<file path="src/rtl/sap1_ram.sv">
// SAP-1 16x8 program/data RAM with a valid/ready byte-stream loader.
// Define SAP1_RAM_INIT_PROGRAM_EN to make clr load the built-in demo program.
module sap1_ram #(
    parameter int ADDR_WIDTH = 4,
    parameter int DATA_WIDTH = 8
) (
    input  logic                  clk,
    input  logic                  clr,
    input  logic [ADDR_WIDTH-1:0] ram_addres,
    input  logic                  ce_n,
    output logic [DATA_WIDTH-1:0] w_bus_out,
    output logic                  w_bus_oe,
    input  logic                  prog_mode,
    input  logic                  prog_valid,
    input  logic [DATA_WIDTH-1:0] prog_data,
    output logic                  prog_ready,
    output logic [ADDR_WIDTH-1:0] prog_addr,
    output logic                  prog_done
);
    localparam int DEPTH = 2 ** ADDR_WIDTH;
    localparam logic [ADDR_WIDTH-1:0] ADDR_LAST = '1;

    typedef enum logic [1:0] {
        IDLE = 2'd0,
        LOAD = 2'd1,
        DONE = 2'd2
    } state_t;

    state_t                  state_q;
    logic [ADDR_WIDTH-1:0]   prog_addr_q;
    logic                    prog_ready_q;
    logic                    prog_done_q;
    logic [DATA_WIDTH-1:0]   mem_q [DEPTH];
    logic                    wr_en;

    function automatic logic [DATA_WIDTH-1:0] reset_word(input int idx);
`ifdef SAP1_RAM_INIT_PROGRAM_EN
        // LDA 9; ADD A; ADD B; SUB C; OUT; HLT -> result 0x1C
        case (idx)
            0:       return DATA_WIDTH'(8'h09);
            1:       return DATA_WIDTH'(8'h1A);
            2:       return DATA_WIDTH'(8'h1B);
            3:       return DATA_WIDTH'(8'h2C);
            4:       return DATA_WIDTH'(8'hE0);
            5:       return DATA_WIDTH'(8'hF0);
            9:       return DATA_WIDTH'(8'h10);
            10:      return DATA_WIDTH'(8'h14);
            11:      return DATA_WIDTH'(8'h18);
            12:      return DATA_WIDTH'(8'h20);
            default: return '0;
        endcase
`else
        return (idx < 0) ? '1 : '0;
`endif
    endfunction

    assign wr_en = (state_q == LOAD) && prog_valid;

    always_ff @(posedge clk or posedge clr) begin
        if (clr) begin
            for (int i = 0; i < DEPTH; i++) begin
                mem_q[i] <= reset_word(i);
            end
        end else if (wr_en) begin
            mem_q[prog_addr_q] <= prog_data;
        end
    end

    always_ff @(posedge clk or posedge clr) begin
        if (clr) begin
            state_q      <= IDLE;
            prog_addr_q  <= '0;
            prog_ready_q <= 1'b0;
            prog_done_q  <= 1'b0;
        end else begin
            unique case (state_q)
                IDLE: begin
                    prog_addr_q <= '0;
                    prog_done_q <= 1'b0;
                    if (prog_mode) begin
                        state_q      <= LOAD;
                        prog_ready_q <= 1'b1;
                    end else begin
                        prog_ready_q <= 1'b0;
                    end
                end
                LOAD: begin
                    if (!prog_mode) begin
                        state_q      <= IDLE;
                        prog_addr_q  <= '0;
                        prog_ready_q <= 1'b0;
                        prog_done_q  <= 1'b0;
                    end else if (prog_valid) begin
                        prog_addr_q <= prog_addr_q + 1'b1;
                        if (prog_addr_q == ADDR_LAST) begin
                            state_q      <= DONE;
                            prog_ready_q <= 1'b0;
                            prog_done_q  <= 1'b1;
                        end
                    end
                end
                DONE: begin
                    if (!prog_mode) begin
                        state_q     <= IDLE;
                        prog_addr_q <= '0;
                        prog_done_q <= 1'b0;
                    end
                end
                default: begin
                    state_q      <= IDLE;
                    prog_addr_q  <= '0;
                    prog_ready_q <= 1'b0;
                    prog_done_q  <= 1'b0;
                end
            endcase
        end
    end

    // Loader has priority: reads are suppressed while programming.
    assign w_bus_oe   = ~ce_n & ~prog_mode & ~clr;
    assign w_bus_out  = w_bus_oe ? mem_q[ram_addres] : '0;
    assign prog_ready = prog_ready_q;
    assign prog_addr  = prog_addr_q;
    assign prog_done  = prog_done_q;

endmodule

</file>
<file path="config.mk">
export PLATFORM = sky130hd
export DESIGN_NAME = sap1_ram
export DESIGN_NICKNAME = d
export VERILOG_FILES = /design/src/rtl/sap1_ram.sv
export SDC_FILE = /design/constraint.sdc
export NUM_CORES = 1
export LEC_CHECK = 0
export CAP_MARGIN = 10
export CORE_ASPECT_RATIO = 2
export CORE_UTILIZATION = 34
export DETAILED_ROUTE_END_ITERATION = 12
export PLACE_DENSITY = 0.58
export SKIP_CTS_REPAIR_TIMING = 1
export SYNTH_ARGS = -nofsm -noshare
export SYNTH_HDL_FRONTEND = slang
export SYNTH_SLANG_ARGS = --single-unit
</file>
<file path="constraint.sdc">
create_clock -name clk -period 10 [get_ports clk]
set_input_delay 2 -clock clk [delete_from_list [all_inputs] [get_ports clk]]
set_output_delay 2 -clock clk [all_outputs]
set_load 0.01 [all_outputs]
</file>
==> run summary <==
Area of the mapped netlist: 6380 µm²
Final Skew: 0.00603 ns
Core ar.: 18300 µm²
DRT Pass-1 Iters: 4
Unrepaired setup endpoints after global routing: false
Ys async rst share: 100%
Crit path kind: input port to output port
Rel. slew slack: 24.5%
Synth warn: 0
Gpl congestion: 0.775
CP max stage cell: clkdlybuf4s50_1
Power density cells: 172 nW/µm²
Die width: 98.9 µm
Avg Cell Area, Syn: 15.1 µm²
Fin crit period: 7.08 ns
Clk buf depth: 2
Layout cells sized above 1: 40.7%
Final HPWL DP: 10200 µm
Die area: 19400 µm²
Status: finished, final reports clean
Peak supply drop: 107 µV
Worst hold path type: flop to flop
WP data required: 8.00 ns
First-pass GRT wire length: 23500 µm
Die height: 196 µm
Syn Nets: 444
Critical Path Start Type: input port
# diodes: 0
DR iter-0 viols: 148
Total Wirelength: 14500 µm
Max-Cap Viols: 0
Crit-path max cell delay: 1.01 ns
Number of buffers added on ports: 31
CTS sink cnt: 136
Vias per cell: 5.50
H-tree depth: 4
Pwr Total: 1.29 mW
Fin. max-slew vios: 0
Vias: 3738
Fin Setup TNS: 0 ns
Worst skew pair latency: 0.42 ns
CTS tree: built
Initial antenna violation count: 0
Sequential fraction of the synthesis area: 53.3%
Worst Tran Pin Value: 1.13 ns
Cell count after synthesis: 423
Worst setup margin: 2.92 ns
CTS clk-pin slew, worst paths: 0.05 ns
Primary FF master, synth: dfrtp_1
CTS Root Cell: clkbuf_16
P_leak: 3.54 nW
Final net count: 474
Gr usage total: 16.4%
Area post-placement: 6880 µm²
Max FO, Critical Path: 14
Initial core utilization: 34.9%
DR WL/cell: 21.3 µm
Final Cell Area: 7460 µm²
Hold Vio Cnt, Final: 0
Critical Path AT: 5.08 ns
Post-DRT Antenna Nets: 0
Final period util: 70.8%
Crit-path cells: clkdlybuf4s50_1 > buf_4 > mux4_1 > a22o_1 > a221o_1 > clkdlybuf4s50_1
Post-synth cell types: 35
Final setup violating endpoints: 0
Fill count: 1668
CP most frequent cell: clkdlybuf4s50_1
Overflow left after global routing: 0
Number of global-route vias before repair: 4151
Crit-path leading delay family: buffers and inverters
Area Overhead vs Synth: 16.8%
Fin util: 40.8%
Pre-CTS WS: 2.86 ns
Worst setup EP type: output port
Number of synthesized flops with an enable pin: 0
Max Clock Freq: 141 MHz
CP Buf/Inv Count: 3
Synth Register Bits: 136
Inserted Clock Buffers: 17
IO Count: 32
Largest net degree at the start of global routing: 89
Placement row count: 70
DRC viols: 0
where the power goes:
group	internal [mW]	switching, mW
logic	0.0405	0.0428
registers	0.570	0.00944
clock network	0.399	0.225
total	1.01	0.277
final cells by class:
type	count	area, µm²	share of cell area (%)
flip-flops and latches	136	3400	45.6
well taps	216	270	3.62
clock buffers	20	457	6.12
inverters	4	17.5	0.235
repair buffers	35	335	4.50
clock inverters	10	128	1.71
multi-input cells	259	2850	38.2
sequential cells by signal (all words and copies together) (netlist names):
signal	count
prog_done	1
prog_addr	4
mem_q	128
prog_ready	1
state_q	2
final timing paths:
path | startpoint | endpoint | cells past startpoint | slack [ns]
max in group asynchronous | clr | mem_q[48] | 3 | 6.37
worst min register to register | mem_q[25] | mem_q[25] | 1 | 0.50
min in group asynchronous | clr | mem_q[100] | 2 | 2.10
worst max-delay path | ram_addres[0] | w_bus_out[7] | 6 | 2.92
worst min-delay path | mem_q[25] | mem_q[25] | 1 | 0.50
worst max register to register | state_q[0] | mem_q[87] | 4 | 7.85
per-layer routing:
layer | GRT usage, % | wire length, µm | vias to the layer above | share of wire (%)
met4 | 8.40 | 407 | 0 | 2.8
met1 | 17.0 | 5340 | 2000 | 37
met5 | 0 | 0 | - | 0
met2 | 31.2 | 8420 | 52 | 58
met3 | 2.67 | 291 | 27 | 2.0
li1 | - | - | 1659 | -
synthesized netlist by cell type, types with 2 or more instances:
library cell	instances	area share [%]
a21boi_0	3	0.35
a21oi_1	2	0.16
a221o_1	7	1.1
a22o_1	8	1.1
a22oi_1	9	1.1
and2_1	3	0.29
and3_1	7	0.69
buf_1	2	0.12
buf_2	4	0.31
clkbuf_1	15	0.88
dfrtp_1	136	53
ha_1	4	0.78
inv_1	4	0.24
mux2_2	130	23
mux2i_1	15	2.4
mux4_1	14	5.8
mux4_2	11	3.9
nand2_1	9	0.53
nand2b_1	2	0.20
nand3_1	4	0.31
nand4_1	2	0.20
nor2_1	2	0.12
nor2_2	12	1.2
nor2b_1	7	0.69
cell usage in the layout, fill, tap and decap left out, types with 3 or more instances in the layout:
cell type	n
mux2_2	130
ha_1	4
a21boi_0	3
nor2b_1	7
clkinv_2	6
and2_1	3
inv_1	3
mux4_1	14
clkbuf_16	17
a22oi_1	9
a221o_1	7
mux2i_1	15
a22o_1	8
dfrtp_1	136
nor2_2	12
mux4_2	11
buf_4	4
nand2_1	9
and3_1	7
nand3_1	4
bufinv_16	3
clkdlybuf4s50_1	30
per-stage QoR:
step                hold slack [ns]  cells
finish                        0.497    680
global route                  0.504    680
CTS                           0.500    680
detailed placement            0.488    650
global placement              0.480    650
floorplan                     0.470    423
logic make-up after synthesis:
kind of cell,Yosys count,synth area share [%]
muxes,170,34.9
DFF,136,53.3
and+or+nand+nor,51,4.60
AOI/OAI and AO/OA,33,4.17
buffers and inverters,28,2.08
adders and majority gates,4,0.784
xor gates and xnor gates,1,0.137
Note: power is estimated with default switching activity, not from simulation.
